File: config.mk
export PLATFORM = sky130hd
export DESIGN_NAME = engine_reg_access_master
export DESIGN_NICKNAME = d
export VERILOG_FILES = /design/src/rtl/engine_reg_access_master.sv
export SDC_FILE = /design/constraint.sdc
export NUM_CORES = 1
export LEC_CHECK = 0
export CAP_MARGIN = 20
export CORE_MARGIN = 2
export CORE_UTILIZATION = 30
export CTS_CLUSTER_SIZE = 40
export DETAILED_ROUTE_END_ITERATION = 12
export PLACE_DENSITY_LB_ADDON = 0.25
export SLEW_MARGIN = 20
export SYNTH_ARGS = -nofsm -noshare
export SYNTH_HDL_FRONTEND = slang
export SYNTH_SLANG_ARGS = --single-unit
File: constraint.sdc
create_clock -name clock -period 1.89 [get_ports clock]
set_clock_uncertainty 0.2 [all_clocks]
set_input_delay 0.189 -clock clock [delete_from_list [all_inputs] [get_ports clock]]
set_output_delay 0.189 -clock clock [all_outputs]
set_load 0.02 [all_outputs]
File: src/rtl/engine_reg_access_master.sv
// Register-bus access master: one command in flight, registered strobes, optional read wait states.
// Define ENGINE_REG_ACCESS_ADDR_CHECK_EN to reject commands addressed above ADDR_MAX.
module engine_reg_access_master #(
    parameter int                ADDR_W   = 33,
    parameter int                DATA_W   = 33,
    parameter int                RDATA_W  = 21,
    parameter int                RD_WAIT  = 1,
    parameter logic [ADDR_W-1:0] ADDR_MAX = 'hFF
) (
    input  logic               clock,
    input  logic               reset,
    input  logic               cmd_valid,
    output logic               cmd_ready,
    input  logic               cmd_write,
    input  logic [ADDR_W-1:0]  cmd_addr,
    input  logic [DATA_W-1:0]  cmd_wdata,
    output logic               rsp_valid,
    input  logic               rsp_ready,
    output logic [RDATA_W-1:0] rsp_rdata,
    output logic               rsp_err,
    output logic [ADDR_W-1:0]  address,
    output logic               write_enable,
    output logic [DATA_W-1:0]  write_data,
    output logic               read_enable,
    input  logic [RDATA_W-1:0] read_data,
    output logic               busy
);

    typedef enum logic [1:0] {IDLE, ISSUE, WAIT, RESP} state_t;

    localparam logic [3:0] WAIT_INIT = 4'(RD_WAIT);

    state_t              state_q, state_d;
    logic [3:0]          cnt_q, cnt_d;
    logic [ADDR_W-1:0]   addr_q, addr_d;
    logic [DATA_W-1:0]   wdata_q, wdata_d;
    logic                write_q, write_d;
    logic                we_q, we_d;
    logic                re_q, re_d;
    logic                rsp_valid_q, rsp_valid_d;
    logic [RDATA_W-1:0]  rsp_rdata_q, rsp_rdata_d;
    logic                rsp_err_q, rsp_err_d;
    logic                cmd_ready_q, cmd_ready_d;
    logic                busy_q, busy_d;
    logic                addr_bad;

`ifdef ENGINE_REG_ACCESS_ADDR_CHECK_EN
    assign addr_bad = (cmd_addr > ADDR_MAX);
`else
    assign addr_bad = 1'b0;
`endif

    always_comb begin
        state_d     = state_q;
        cnt_d       = cnt_q;
        addr_d      = addr_q;
        wdata_d     = wdata_q;
        write_d     = write_q;
        we_d        = we_q;
        re_d        = re_q;
        rsp_valid_d = rsp_valid_q;
        rsp_rdata_d = rsp_rdata_q;
        rsp_err_d   = rsp_err_q;
        cmd_ready_d = cmd_ready_q;

        case (state_q)
            IDLE: begin
                // cmd_ready is registered, so the first IDLE cycle after reset never accepts
                cmd_ready_d = 1'b1;
                if (cmd_valid && cmd_ready_q) begin
                    cmd_ready_d = 1'b0;
                    write_d     = cmd_write;
                    rsp_rdata_d = '0;
                    rsp_err_d   = addr_bad;
                    if (addr_bad) begin
                        state_d     = RESP;
                        rsp_valid_d = 1'b1;
                    end else begin
                        state_d = ISSUE;
                        addr_d  = cmd_addr;
                        wdata_d = cmd_wdata;
                        we_d    = cmd_write;
                        re_d    = !cmd_write;
                    end
                end
            end
            ISSUE: begin
                we_d = 1'b0;
                if (write_q) begin
                    state_d     = RESP;
                    rsp_valid_d = 1'b1;
                    rsp_rdata_d = '0;
                end else if (WAIT_INIT == 4'd0) begin
                    state_d     = RESP;
                    re_d        = 1'b0;
                    rsp_valid_d = 1'b1;
                    rsp_rdata_d = read_data;
                end else begin
                    state_d = WAIT;
                    cnt_d   = WAIT_INIT;
                end
            end
            WAIT: begin
                // read_data is taken in the last wait cycle, while read_enable is still high
                if (cnt_q <= 4'd1) begin
                    state_d     = RESP;
                    cnt_d       = 4'd0;
                    re_d        = 1'b0;
                    rsp_valid_d = 1'b1;
                    rsp_rdata_d = read_data;
                end else begin
                    cnt_d = cnt_q - 4'd1;
                end
            end
            RESP: begin
                if (rsp_ready) begin
                    state_d     = IDLE;
                    rsp_valid_d = 1'b0;
                    cmd_ready_d = 1'b1;
                end
            end
            default: begin
                state_d = IDLE;
            end
        endcase

        busy_d = (state_d != IDLE);
    end

    always_ff @(posedge clock or negedge reset) begin
        if (!reset) begin
            state_q     <= IDLE;
            cnt_q       <= 4'd0;
            addr_q      <= '0;
            wdata_q     <= '0;
            write_q     <= 1'b0;
            we_q        <= 1'b0;
            re_q        <= 1'b0;
            rsp_valid_q <= 1'b0;
            rsp_rdata_q <= '0;
            rsp_err_q   <= 1'b0;
            cmd_ready_q <= 1'b0;
            busy_q      <= 1'b0;
        end else begin
            state_q     <= state_d;
            cnt_q       <= cnt_d;
            addr_q      <= addr_d;
            wdata_q     <= wdata_d;
            write_q     <= write_d;
            we_q        <= we_d;
            re_q        <= re_d;
            rsp_valid_q <= rsp_valid_d;
            rsp_rdata_q <= rsp_rdata_d;
            rsp_err_q   <= rsp_err_d;
            cmd_ready_q <= cmd_ready_d;
            busy_q      <= busy_d;
        end
    end

    assign cmd_ready    = cmd_ready_q;
    assign rsp_valid    = rsp_valid_q;
    assign rsp_rdata    = rsp_rdata_q;
    assign rsp_err      = rsp_err_q;
    assign address      = addr_q;
    assign write_data   = wdata_q;
    assign write_enable = we_q;
    assign read_enable  = re_q;
    assign busy         = busy_q;

endmodule

======== Word-level counts from Yosys, hierarchy flattened ========
Cells that the tools add are included.
storage, ports and cells
  register bits ........................... 99
  bits of input ports ..................... 92
  output and inout bits ................... 93
  logic and storage cells ................. 62
operators by class
  $add $sub $neg .......................... 1
  $lt $le $gt $ge ......................... 1
  equal/unequal tests ..................... 8
  multiplexer cells ....................... 24
  bitwise logic cells ..................... 1
  reductions and logical operators ........ 16
operator list
  kind                                                             count
  two-way mux 21 bit                                               3
  one-hot mux 21 bit (3 select lines)                              1
  != test 2 bit (second input constant)                            5
  nonzero test 2 bit                                               5
  two-way mux 1 bit                                                9
  two-way mux 4 bit                                                2
  one-hot mux 2 bit (4 select lines)                               1
  one-hot mux 4 bit (2 select lines)                               1
  AND reduction 2 bit                                              4
  AND reduction 4 bit                                              2
  two-way mux 2 bit                                                3
  one-hot mux 1 bit (2 select lines)                               3
  equality test 2 bit (second input constant)                      2
  less-or-equal comparator 4 x 1 -> 1 bit (second input constant)  1
  subtractor 4 x 1 -> 4 bit (second input constant)                1
  one-hot mux 1 bit (3 select lines)                               1
  AND reduction 3 bit                                              1
  nonzero test 3 bit                                               1
  equality test 2 x 1 -> 1 bit (second input constant)             1
  logical NOT 2 bit                                                1
  logical AND 1 bit                                                1
  logical NOT 1 bit                                                1
  NOT 1 bit                                                        1

======== Longest topological paths before layout ========
  depth in word-level cells ............... 4
  depth in mapped cells ................... 6
  gate-level depth less buffers ........... 5

======== Worst setup path after synthesis ========
No wires, ideal clock.
  kind .................................... register -> register
  from .................................... reg cnt_q[0]
  to ...................................... reg rsp_rdata_q[10], in the netlist rsp_rdata[10]
  setup time .............................. 0.146 ns
  arrival time ............................ 1.307 ns
  slack ................................... 0.238 ns
  cell stages (with the launch flop) ...... 7
  buffers on the path ..................... 1
  period minus slack after synthesis ...... 1.652 ns
  cell sequence ........................... dfrtp_1 > inv_1 > ha_1 > or2_0 > clkbuf_1 > nand4_1 > o221ai_1
on the way
  word-level cells in the longest chain between the ends .. 3
RTL lines
  what                                     RTL line  RTL
  start: declaration                       34        logic [3:0] cnt_q, cnt_d;
  start signal: assignment                 146       cnt_q <= cnt_d;
  less-or-equal comparator 4 x 1 -> 1 bit  105       if (cnt_q <= 4'd1) begin
  != test 2 bit (no source line)           n/a
  AND reduction 4 bit (no source line)     n/a
  end signal: assignment                   153       rsp_rdata_q <= rsp_rdata_d;
  end: declaration                         41        logic [RDATA_W-1:0] rsp_rdata_q, rsp_rdata_d;
No other way between the ends.
A chain may end at the register's enable or synchronous reset.

======== Worst setup path in the final report ========
  from .................................... reg cnt_q[1]
  to ...................................... reg rsp_rdata_q[4], in the netlist rsp_rdata[4]
Same word-level chain as after synthesis.

==> metrics.md <==
| Metric | Value |
|---|---|
| Total track usage | `0.1552` |
| YS warnings | `0` |
| Peak VDD IR | `0.6550 mV` |
| Predominant post-synthesis flop cell | `dfrtp_1` |
| Number of synthesized flops with an enable pin | `0` |
| Filler instances | `1288` |
| Critical path buffers and inverters | `1` |
| Footprint of the multi-input gates | `0.001486 mm2` |
| Number of buffers created by CTS | `9` |
| Total number of vias | `3850` |
| Outcome | `complete, no violations` |
| CTS tree | `yes` |
| Setup violations, final | `0` |
| Post-synthesis register bit count | `99` |
| R2r worst-path depth | `5` |
| Synth area leaders | `dfrtp_1 59%, nand2_1 20%, o221ai_1 4.8%, nand4_1 3.1%, inv_1 2.2%` |
| Clk slew on worst S/H paths | `60 ps` |
| Dpl cell area | `0.006286 mm2` |
| First-pass GRT wire length | `18170 um` |
| Max incr delay on CP | `490 ps` |
| Vias per cell | `4.627` |
| DIE WIDTH | `122.2 um` |
| CP Capture Type | `flop` |
| Nets | `743` |
| Largest net degree at the start of global routing | `68` |
| Lkg Pwr | `3.076 nW` |
| Initial Util | `0.3041` |
| Ys async rst share | `1.000` |
| Worst r2r src | `cnt_q[1]` |
| Clk sinks | `99` |
| Cell Area, Synth | `0.004188 mm2` |
| Antenna Nets Post-Route | `0` |
| Gp weighted congestion | `0.8242` |
| Setup CP Type | `flop to flop` |
| Site row count | `43` |
| Mean post-synth cell area | `9.045 um2` |
| Mapped Cells | `463` |
| Final std cell area, no fill | `0.006606 mm2` |
| Average wire per standard cell | `14.01 um` |
| Worst min-delay path class | `input pin to asynchronous set/reset pin` |
| Yosys cell types | `34` |
| Tot Pwr | `11.16 mW` |
| Vias in the first global route | `3900` |
| Clock Tree Buf Depth | `2` |
| Register area share after synthesis | `0.5916` |
| Largest area contributor in the netlist | `dfrtp_1` |
| Drt pass-1 iters | `4` |
| Worst Path Required | `1880 ps` |
| IO Pins | `185` |
| Fin crit share | `0.9632` |
| Vert. Die Dim | `122.2 um` |
| Synth-to-Final Area Change | `57.75%` |
| Final hold violations | `0` |
| Post-layout util | `0.4797` |
| Synth cell count leaders | `226 x nand2_1, 99 x dfrtp_1, 25 x inv_1, 23 x o221ai_1, 21 x nand4_1` |
| Max-Cap Viols | `0` |
| Iter 0 DRT Violations | `242` |
| Die area | `0.01492 mm2` |
| Critical Path AT | `1810 ps` |
| Slowest CP cell | `o21ai_4` |
| H-tree depth | `3` |
| Post-route minimum period | `1820 ps` |
| GRT Residual Overflow | `0` |
| Start point of the critical path | `cnt_q[1]` |
| CP Launch Type | `flop` |
| Yosys top cell area share | `0.5916` |
| Worst-Skew Late Latency | `330 ps` |
| Setup TNS | `0 ps` |
| Critical Path Stages | `5` |
| Max_slew headroom | `0.5951` |
| Setup repair bufs after CTS | `0` |
| Core area | `0.01377 mm2` |
| Fmax | `549.3 MHz` |
| Slew @ Worst Pin | `605.0 ps` |
| Total routed wirelength | `11660 um` |
| # DRC | `0` |
| Buffers on Ports | `183` |
| Most frequent cell after synthesis | `nand2_1` |
| Fraction of layout instances using a drive strength above 1 | `0.06595` |
| Syn Nets | `557` |
| CP Cell Sequence | `inv_1, ha_1, nor2_1, o21ai_4, o221ai_1` |
| Fin. max-slew vios | `0` |
| Flip-flop and latch area | `0.002477 mm2` |
| Root Buffer | `clkbuf_16` |
| Antenna cells | `0` |
| Dpl hpwl | `8366 um` |
| Crit-path leading delay family | `compound AO/OA/AOI/OAI gates` |
| Power Density | `1690 mW/mm2` |
| Worst Path Max Fanout | `22` |
| Antenna violations before repair | `0` |
| RSZ-0062 raised after global routing | `yes` |
[cells in the final DEF (no fill, tap or decap), types with 2 or more instances in the layout]
cell type,synthesis,routed
clkdlybuf4s50_1,0,181
nand3_1,2,2
buf_4,4,20
o21ai_0,4,4
o221ai_1,23,22
clkinv_2,0,2
nand2b_1,4,4
nand2_1,226,226
a21oi_1,2,2
inv_1,25,25
clkbuf_16,0,9
nor2_1,3,3
buf_12,0,3
o22ai_1,2,2
dfrtp_1,99,99
ha_1,2,2
a31oi_1,3,2
nand4_1,21,21
[through the flow]
| stage | cells | worst slack (ps) | hold WS, ps |
|---|---|---|---|
| 2_1_floorplan | 463 | 237.7 | -306.6 |
| 3_3_place_gp | 817 | -89.23 | -92.94 |
| 3_5_place_dp | 817 | -181.5 | -86.38 |
| 4_1_cts | 832 | 61.61 | 88.70 |
| 5_1_grt | 832 | -24.09 | 119.9 |
| 6_report | 832 | 69.63 | 93.07 |
[final cells by class]
type                    count  area share
clock buffers              11     0.03674
clock inverters             3    0.006061
inverters                  25     0.01420
multi-input cells         308      0.2250
flip-flops and latches     99      0.3750
well taps                 180     0.03409
repair buffers            206      0.3089
[where the power goes]
| part | switching, mW | internal (mW) |
|---|---|---|
| Combinational | 3.09 | 2.62 |
| Clock | 0.728 | 1.04 |
| Sequential | 0.620 | 3.06 |
[cell families (layout without fill, tap and decap cells)]
logic type,count (synthesis),after routing,share of synthesized area
buf+inv,56,245,0.06483
other cells,1,1,0.0008955
simple gates,264,264,0.2602
fa+ha+maj,2,2,0.005975
flops,99,99,0.5916
compound gates,41,41,0.07649
[registers in the layout, indices dropped and copies added (netlist names)]
signal and cells:
rsp_valid 1, cnt_q 4, write_enable 1, state_q 2
cmd_ready 1, write_data 33, write_q 1, rsp_rdata 21
address 33, busy 1, read_enable 1
[repair_timing]
item | 4_1_cts | 5_1_grt
hold endpoints to repair | 99 | 0
setup endpoints to repair | 23 | 18
hold buffers | 1 | 0
gates resized for setup | 2 | 3
[routing by layer]
metal / share of wire / GRT usage / wire, um / vias up
li1: - / - / - / 1864
met1: 0.42 / 0.1869 / 4857 / 1820
met2: 0.48 / 0.2528 / 5569 / 141
met3: 0.077 / 0.04354 / 897 / 25
met4: 0.029 / 0.08118 / 334 / 0
met5: 0 / 0 / 0 / -
[worst paths after layout]
| path | end | slack (ps) |
|---|---|---|
| max in group asynchronous | write_data[26] | 880 |
| worst min-delay path | rsp_rdata[13] | 90 |
| worst max-delay path | rsp_rdata[4] | 70 |
| worst min register to register | address[10] | 270 |
| worst max register to register | rsp_rdata[4] | 70 |
| min in group clock | write_data[1] | 180 |
(Power assumes the default switching activity.)
